## src/rtl/ca_epl_correlator_if.sv

```systemverilog
// Sample-in / dump-out bundle for the early-prompt-late C/A correlator.
// master drives samples and ack; slave (the correlator) returns the epoch sums.
interface ca_epl_correlator_if #(
    parameter int unsigned SAMPLE_WIDTH = 3,
    parameter int unsigned ACC_WIDTH    = 16
) ();
    logic                           enable;
    logic                           code_in;
    logic                           code_wrap;
    logic signed [SAMPLE_WIDTH-1:0] i_in;
    logic signed [SAMPLE_WIDTH-1:0] q_in;
    logic signed [ACC_WIDTH-1:0]    e_i;
    logic signed [ACC_WIDTH-1:0]    e_q;
    logic signed [ACC_WIDTH-1:0]    p_i;
    logic signed [ACC_WIDTH-1:0]    p_q;
    logic signed [ACC_WIDTH-1:0]    l_i;
    logic signed [ACC_WIDTH-1:0]    l_q;
    logic                           dump_valid;
    logic                           dump_ack;
    logic                           overrun;

    modport master (
        output enable, code_in, code_wrap, i_in, q_in, dump_ack,
        input  e_i, e_q, p_i, p_q, l_i, l_q, dump_valid, overrun
    );

    modport slave (
        input  enable, code_in, code_wrap, i_in, q_in, dump_ack,
        output e_i, e_q, p_i, p_q, l_i, l_q, dump_valid, overrun
    );
endinterface

```

## src/rtl/ca_epl_correlator.sv

```systemverilog
// Early/prompt/late C/A code correlator: six I/Q accumulators dumped once per code epoch.
// Define CORR_SATURATE_EN to make every accumulator add saturate instead of wrapping.
module ca_epl_correlator #(
    parameter int unsigned SAMPLE_WIDTH = 3,
    parameter int unsigned ACC_WIDTH    = 16,
    parameter int unsigned EL_SPACING   = 2
) (
    input logic                clk_i,
    input logic                reset_ni,
    ca_epl_correlator_if.slave bus_io
);
    localparam int unsigned TapW   = 2 * EL_SPACING + 1;
    localparam int unsigned NumAcc = 6;

    typedef logic signed [ACC_WIDTH-1:0] acc_t;

    logic [TapW-2:0] hist_q, hist_d;
    logic [TapW-1:0] taps;
    logic            dump_valid_q, dump_valid_d;
    logic            overrun_q, overrun_d;
    logic            new_dump;
    acc_t            i_ext, q_ext;

    function automatic acc_t acc_add(input acc_t a, input acc_t b);
        acc_t s;
        s = a + b;
`ifdef CORR_SATURATE_EN
        // Overflow only when both operands share a sign the sum does not.
        if ((a[ACC_WIDTH-1] == b[ACC_WIDTH-1]) && (s[ACC_WIDTH-1] != a[ACC_WIDTH-1])) begin
            s = a[ACC_WIDTH-1] ? {1'b1, {(ACC_WIDTH-1){1'b0}}}
                               : {1'b0, {(ACC_WIDTH-1){1'b1}}};
        end
`endif
        return s;
    endfunction

    // Tap 0 is the live code bit, so only 2*EL_SPACING past bits are stored.
    assign taps     = {hist_q, bus_io.code_in};
    assign new_dump = bus_io.enable & bus_io.code_wrap;
    assign i_ext    = {{(ACC_WIDTH-SAMPLE_WIDTH){bus_io.i_in[SAMPLE_WIDTH-1]}}, bus_io.i_in};
    assign q_ext    = {{(ACC_WIDTH-SAMPLE_WIDTH){bus_io.q_in[SAMPLE_WIDTH-1]}}, bus_io.q_in};

    // Lane k: replica tap (k/2)*EL_SPACING, I for even k and Q for odd k.
    for (genvar k = 0; k < NumAcc; k++) begin : g_lane
        localparam int unsigned Tap = (k / 2) * EL_SPACING;

        acc_t ext, prod, sum;
        acc_t acc_q, acc_d;
        acc_t dump_q, dump_d;

        if (k % 2 == 0) begin : g_i
            assign ext = i_ext;
        end else begin : g_q
            assign ext = q_ext;
        end

        assign prod = taps[Tap] ? -ext : ext;
        assign sum  = acc_add(acc_q, prod);

        always_comb begin
            acc_d  = acc_q;
            dump_d = dump_q;
            if (bus_io.enable) begin
                if (bus_io.code_wrap) begin
                    dump_d = sum;
                    acc_d  = '0;
                end else begin
                    acc_d = sum;
                end
            end
        end

        always_ff @(posedge clk_i or negedge reset_ni) begin
            if (!reset_ni) begin
                acc_q  <= '0;
                dump_q <= '0;
            end else begin
                acc_q  <= acc_d;
                dump_q <= dump_d;
            end
        end
    end

    always_comb begin
        hist_d       = hist_q;
        dump_valid_d = dump_valid_q;
        overrun_d    = overrun_q;
        if (bus_io.enable) begin
            hist_d = taps[TapW-2:0];
        end
        if (new_dump) begin
            dump_valid_d = 1'b1;
            if (dump_valid_q && !bus_io.dump_ack) begin
                overrun_d = 1'b1;
            end
        end else if (dump_valid_q && bus_io.dump_ack) begin
            dump_valid_d = 1'b0;
        end
    end

    always_ff @(posedge clk_i or negedge reset_ni) begin
        if (!reset_ni) begin
            hist_q       <= '0;
            dump_valid_q <= 1'b0;
            overrun_q    <= 1'b0;
        end else begin
            hist_q       <= hist_d;
            dump_valid_q <= dump_valid_d;
            overrun_q    <= overrun_d;
        end
    end

    assign bus_io.e_i        = g_lane[0].dump_q;
    assign bus_io.e_q        = g_lane[1].dump_q;
    assign bus_io.p_i        = g_lane[2].dump_q;
    assign bus_io.p_q        = g_lane[3].dump_q;
    assign bus_io.l_i        = g_lane[4].dump_q;
    assign bus_io.l_q        = g_lane[5].dump_q;
    assign bus_io.dump_valid = dump_valid_q;
    assign bus_io.overrun    = overrun_q;
endmodule

```

## src/flat_wrapper.sv

```systemverilog
// flat-port wrapper written by rule: the top's interface ports become plain ports
module ca_epl_correlator_flat 
#(
    parameter int unsigned SAMPLE_WIDTH = 3,
    parameter int unsigned ACC_WIDTH    = 16,
    parameter int unsigned EL_SPACING   = 2
)
  (clk_i, reset_ni, bus_io_enable, bus_io_code_in, bus_io_code_wrap, bus_io_i_in, bus_io_q_in, bus_io_dump_ack, bus_io_e_i, bus_io_e_q, bus_io_p_i, bus_io_p_q, bus_io_l_i, bus_io_l_q, bus_io_dump_valid, bus_io_overrun);
  ca_epl_correlator_if #(.SAMPLE_WIDTH(SAMPLE_WIDTH), .ACC_WIDTH(ACC_WIDTH)) bus_io_i ();
  input logic clk_i;
  input logic reset_ni;
  input wire logic [$bits(bus_io_i.enable)-1:0] bus_io_enable;
  input wire logic [$bits(bus_io_i.code_in)-1:0] bus_io_code_in;
  input wire logic [$bits(bus_io_i.code_wrap)-1:0] bus_io_code_wrap;
  input wire logic [$bits(bus_io_i.i_in)-1:0] bus_io_i_in;
  input wire logic [$bits(bus_io_i.q_in)-1:0] bus_io_q_in;
  input wire logic [$bits(bus_io_i.dump_ack)-1:0] bus_io_dump_ack;
  output wire logic [$bits(bus_io_i.e_i)-1:0] bus_io_e_i;
  output wire logic [$bits(bus_io_i.e_q)-1:0] bus_io_e_q;
  output wire logic [$bits(bus_io_i.p_i)-1:0] bus_io_p_i;
  output wire logic [$bits(bus_io_i.p_q)-1:0] bus_io_p_q;
  output wire logic [$bits(bus_io_i.l_i)-1:0] bus_io_l_i;
  output wire logic [$bits(bus_io_i.l_q)-1:0] bus_io_l_q;
  output wire logic [$bits(bus_io_i.dump_valid)-1:0] bus_io_dump_valid;
  output wire logic [$bits(bus_io_i.overrun)-1:0] bus_io_overrun;
  assign bus_io_i.enable = bus_io_enable;
  assign bus_io_i.code_in = bus_io_code_in;
  assign bus_io_i.code_wrap = bus_io_code_wrap;
  assign bus_io_i.i_in = bus_io_i_in;
  assign bus_io_i.q_in = bus_io_q_in;
  assign bus_io_i.dump_ack = bus_io_dump_ack;
  assign bus_io_e_i = bus_io_i.e_i;
  assign bus_io_e_q = bus_io_i.e_q;
  assign bus_io_p_i = bus_io_i.p_i;
  assign bus_io_p_q = bus_io_i.p_q;
  assign bus_io_l_i = bus_io_i.l_i;
  assign bus_io_l_q = bus_io_i.l_q;
  assign bus_io_dump_valid = bus_io_i.dump_valid;
  assign bus_io_overrun = bus_io_i.overrun;
  ca_epl_correlator #(.SAMPLE_WIDTH(SAMPLE_WIDTH), .ACC_WIDTH(ACC_WIDTH), .EL_SPACING(EL_SPACING)) u_core (.clk_i(clk_i), .reset_ni(reset_ni), .bus_io(bus_io_i));
endmodule
```

## config.mk

```make
export PLATFORM = sky130hd
export DESIGN_NAME = ca_epl_correlator_flat
export DESIGN_NICKNAME = d
export VERILOG_FILES = /design/src/rtl/ca_epl_correlator_if.sv /design/src/rtl/ca_epl_correlator.sv /design/src/flat_wrapper.sv
export SDC_FILE = /design/constraint.sdc
export NUM_CORES = 1
export LEC_CHECK = 0
export ABC_AREA = 1
export CORE_MARGIN = 2
export CORE_UTILIZATION = 59
export DETAILED_ROUTE_END_ITERATION = 7
export PLACE_DENSITY = 0.77
export RECOVER_POWER = 25
export REMOVE_ABC_BUFFERS = 1
export SYNTH_ARGS = -nofsm -noshare
export SYNTH_HDL_FRONTEND = slang
export SYNTH_SLANG_ARGS = --single-unit
```

## constraint.sdc

```tcl
create_clock -name clk_i -period 2.8 [get_ports clk_i]
set_input_delay 0.56 -clock clk_i [delete_from_list [all_inputs] [get_ports clk_i]]
set_output_delay 0.56 -clock clk_i [all_outputs]
set_load 0.05 [all_outputs]
```

[Yosys cells after proc, flatten, opt, wreduce, memory -nomap -nowiden]
Index checks and enable logic that the tools add are counted.
Word-level totals
  bits in latches: 0
  memory bits (writable): 0
  bits in registers: 198
  output and inout bits: 98
  memory bits (read-only): 0
  memories: 0
Cells by class
  equality and inequality tests: 0
  multipliers: 0
  bitwise gates (word level): 1
  shifts and indexed selects: 0
  multiplexer cells: 14
  div/mod/pow operators: 0
  add/subtract/negate cells: 8
  order comparisons: 0
  reduce and logical (&&, ||, !) cells: 6
Operators by type and width (number)
  $mux 16: 12
  $add 16x16->16: 6
  $neg 3->16: 2
  $reduce_and 2->1: 2
  $logic_and 1x1->1: 2
  $mux 1: 2
  $reduce_bool 2->1: 1
  $and 1x1->1: 1
  $logic_not 1->1: 1

[Depth between registers and ports, before layout]
  word-level depth: 4
  mapped depth: 16
  gate-level depth less buffers: 16

[Worst setup path after synthesis]
No wires, ideal clock.
  kind: input-to-reg
  start: input port bus_io_q_in[1]
  end: register u_core.g_lane[3].dump_q[6] (netlist: u_core.bus_io.p_q[6])
  stages on the path: 14
  data required time: 2.682 ns
  setup slack: 0.288 ns
  buffers on the path: 0
  arrival: 2.394 ns
  cells stage by stage: inv_1 > ha_1 > inv_1 > ha_1 > inv_1 > a21oi_1 > ha_1 > nand2_1 > inv_1 > nand2_1 > nand3_1 > or2_2 > nand3_1 > nand2_1
Between the ends
  longest elaborated chain between the ends: 3
Ends and longest elaborated chain
  start, declared: RTL line flat_wrapper.sv:16  | input wire logic [$bits(bus_io_i.q_in)-1:0] bus_io_q_in;
  $neg 3->16: RTL line ca_epl_correlator.sv:57  | assign prod = taps[Tap] ? -ext : ext;
  $mux 16 (*): RTL line ca_epl_correlator.sv:57
  $add 16x16->16 (*): RTL line ca_epl_correlator.sv:26  | s = a + b;
  end signal, assigned: RTL line ca_epl_correlator.sv:79  | dump_q <= dump_d;
  end, declared: RTL line ca_epl_correlator.sv:49  | acc_t dump_q, dump_d;
Every way passes the cells marked *; elsewhere a longest branch is shown, timed or not.
A chain may end at the register's enable or synchronous reset.

[Worst setup path after layout]
  start: input port bus_io_i_in[0]
  end: register u_core.g_lane[0].acc_q[6]
Between the ends
  longest elaborated chain between the ends: 4
Ends and longest elaborated chain
  start, declared: RTL line flat_wrapper.sv:15  | input wire logic [$bits(bus_io_i.i_in)-1:0] bus_io_i_in;
  $neg 3->16: RTL line ca_epl_correlator.sv:57
  $mux 16 (*): RTL line ca_epl_correlator.sv:57
  $add 16x16->16 (*): RTL line ca_epl_correlator.sv:26
  $mux 16 (*): RTL line ca_epl_correlator.sv:64  | if (bus_io.code_wrap) begin
  end signal, assigned: RTL line ca_epl_correlator.sv:75  | acc_q <= '0;
  end signal, assigned: RTL line ca_epl_correlator.sv:78  | acc_q <= acc_d;
  end, declared: RTL line ca_epl_correlator.sv:48  | acc_t acc_q, acc_d;
Marked as above.

==> results by group <==
Power
  – Power, Total: between 15 and 20 mW
  – Worst vdd ir: roughly 0.0009 V
  – Pleak: roughly 9.5 nW
  – Power per cell area: between 1000 and 1500 nW/µm²

Critical path
  – R2R depth: 14
  – Critical Path RT: roughly 3.1 ns
  – CP endpoint kind: register
  – R2r setup slk: slightly above 0.3 ns
  – Crit path from: bus_io_i_in[0]
  – Worst path arrival time: 3.05 ns
  – Crit Reg-Reg Endpoint: u_core.bus_io.p_q[6]
  – CP endpoint: u_core.g_lane[0].acc_q[6]
  – Critical setup path kind: in2reg
  – Worst setup SP type: input pin
  – CP Max Fanout: 6
  – Reg-to-reg startpoint: u_core.hist_q[1]

Routing
  – Routed via count: ~13000
  – Antenna-violating nets left: 0
  – Met3 wire len: approximately 1600 µm
  – Initial DRC Count: between 800 and 900
  – Drt first pass iters: 5
  – Met2 routed WL: between 15000 and 20000 µm
  – Uppermost routed layer: met4
  – Vias/cell: around 5.3
  – Metal1 wirelength: around 16000 µm
  – Final wirelength: around 36000 µm
  – WL/cell: 14.4 µm
  – DRC: 0

STA
  – Final setup fails: 0
  – Final hold vios: 0
  – Setup slack after layout: 0.0768 ns
  – Final Skew: between 0.015 and 0.02 ns
  – RSZ-0062 raised after global routing: yes
  – Fin crit share: 97.3%
  – F_max: ~370 MHz
  – Min Tclk post-route: ~2.7 ns
  – Max-slew violation count: 65
  – Slew HR: -14.0%
  – Worst hold slack: about 0.48 ns
  – Worst-Margin Slew: 1.71 ns

Cells and area
  – FF/Latch Area: about 5000 µm²
  – Layout area overhead: 28.9%
  – Antenna diodes: 0
  – # nets final: between 2000 and 2500
  – Share of layout cells above drive strength 1: between 10% and 20%
  – # fillers: roughly 1600
  – Multi-input gate area: approximately 7600 µm²

Yosys
  – Post-synth ARST share: 100%
  – Cell with the most instances after synthesis: nand2_1
  – Commonest cells in the netlist: nand2_1, inv_1, dfrtp_1
  – Area contributors post-synth: dfrtp_1, nand2_1, ha_1
  – Synthesized area: 13200 µm²
  – Synth area leader: dfrtp_1
  – Post-Synthesis Cells: just under 2000
  – Seq/Total Area, Yosys: about 38%
  – Top_reg_cell synth: dfrtp_1
  – Post-synth top area share: 37.6%
  – #FFs+latches synth: 198
  – Count of different cell masters after synthesis: 28
  – Post-synth EDFFs: 0
  – Ys Warns: 0
  – Syn Area/Cell: a little under 7 µm²

Placement
  – RD Place Congestion: a little over 0.9
  – Hpwl dp: 24400 µm
  – Setup WS pre-CTS: -0.556 ns
  – Port Buffers: roughly 110

Clock tree
  – H-tree levels: 4
  – CTS tree: yes
  – # clock sinks: slightly below 200
  – Worst-path clk slew: about 0.07 ns
  – CTS Buffer Depth: 2
  – Worst skew pair latency: 0.44 ns
  – Clk root buf: clkbuf_16
  – CTS Buf Count: 17
  – Number of hold buffers added after CTS: 0

Global route
  – Total gr overflow: 0
  – GRT Util Overall: about 30%
  – Initial antenna violation count: 0
  – Number of global-route vias before repair: between 10000 and 15000
  – First-pass GRT wire length: between 50000 and 60000 µm
  – Largest net degree at the start of global routing: 95

Hold path
  – Hold crit path type: reg2reg

Die
  – Die W: around 150 µm
  – Initial Utilization: approximately 60%
  – Cell row count: 54
  – Die Y: approximately 150 µm
  – Core box area: between 20000 and 25000 µm²
  – Die Footprint: between 20000 and 25000 µm²
  – IO Pins: 110

Run
  – Max-cap viol count: 1

Outcome
  – Outcome: finished with violations
  – Failing checks: capacitance limit, slew limit
report_power, final:
group / internal [mW] / switching [mW]
registers: 3.97 / 0.784
clock network: 1.37 / 1.18
logic: 4.78 / 7.42
flip-flops by register name, indices dropped and copies added, names as in the netlist:
signal,cells
u_core.g_lane.acc_q,96
u_core.bus_io.e_i,16
u_core.bus_io.e_q,16
u_core.bus_io.l_i,16
u_core.bus_io.l_q,16
u_core.bus_io.p_i,16
u_core.bus_io.p_q,16
u_core.hist_q,4
u_core.bus_io.dump_valid,1
u_core.bus_io.overrun,1
worst max-delay path: stages:
cell             delay [ns]
clkdlybuf4s50_1        0.51
inv_1                  0.08
ha_1                   0.20
inv_1                  0.06
ha_1                   0.15
inv_2                  0.06
a21oi_2                0.16
buf_6                  0.19
ha_4                   0.23
nand2_1                0.13
nor2_1                 0.07
nand2_1                0.08
nand3_2                0.11
or2_2                  0.32
nand3_1                0.09
nand2_1                0.05
what timing repair did:
action / in CTS / in global routing
endpoints found under the setup margin: 18 / 124
pin swaps: 0 / 12
gates resized for setup: 6 / 128
gates cloned: 0 / 0
setup buffers: 0 / 6
worst min path at each step:
stage / start / to / slack [ns] / cells past startpoint
5_1_grt: u_core.bus_io.p_i[9] / u_core.bus_io.p_i[9] / 0.51 / 2
4_1_cts: reset_ni / u_core.bus_io.l_i[10] / 0.14 / 1
3_5_place_dp: u_core.bus_io.overrun / u_core.bus_io.overrun / 0.46 / 2
2_1_floorplan: reset_ni / u_core.bus_io.dump_valid / 0.26 / 0
3_3_place_gp: u_core.bus_io.overrun / u_core.bus_io.overrun / 0.45 / 2
6_report: u_core.bus_io.l_i[14] / u_core.bus_io.l_i[14] / 0.48 / 2
layer usage:
| metal | track usage (%) | vias up |
|---|---|---|
| met1 | 40.9 | 6075 |
| met2 | 50.8 | 354 |
| met5 | 0 | - |
| met3 | 3.33 | 53 |
| met4 | 7.56 | 0 |
| li1 | - | 6526 |
through the flow:
stage	setup TNS, ns	cells	area [µm²]	utilization [%]
after floorplan	-86.14	1881	13000	-
after global placement	-49.22	2430	15700	71.7
after detailed placement	-55.06	2430	15700	71.7
after CTS	0	2462	16300	74.6
after global routing	-1.22	2468	17000	77.7
final	0	2468	17000	77.7
placed cells by master, fill, tap and decap left out, types with 4 or more instances in the layout:
master,n
nand2_1,774
inv_1,273
dfrtp_1,198
nand3_1,180
buf_4,153
clkdlybuf4s50_1,107
ha_1,67
o21ai_0,62
nor2_1,60
a21oi_1,37
nand2_2,36
ha_4,28
a21oi_2,23
xor2_1,19
nand3b_1,17
clkbuf_16,17
or2_1,14
nor3_1,14
nand3_2,13
nand4_1,8
inv_2,7
xnor2_1,7
inv_6,7
o21ai_2,6
or2_2,6
o22ai_1,6
fa_1,6
or2_4,5
nor3_2,4
buf_6,4
buf_12,4
area by class of cell:
class                   instances  share of cell area, %
inverters                     280                   6.18
repair buffers                275                   14.1
flip-flops and latches        198                   29.1
multi-input cells            1403                   45.0
clock buffers                  18                   2.58
clock inverters                14                  0.972
well taps                     280                   2.06
logic make-up (layout without fill, tap and decap cells):
group | Yosys count | count (layout) | share of synthesized area [%]
simple gates | 1134 | 1134 | 35.5
buf+inv | 325 | 587 | 9.74
flops | 198 | 198 | 37.6
compound gates | 141 | 141 | 5.42
fa+ha+maj | 102 | 102 | 10.0
xor+xnor | 26 | 26 | 1.73
(Power assumes the default switching activity.)
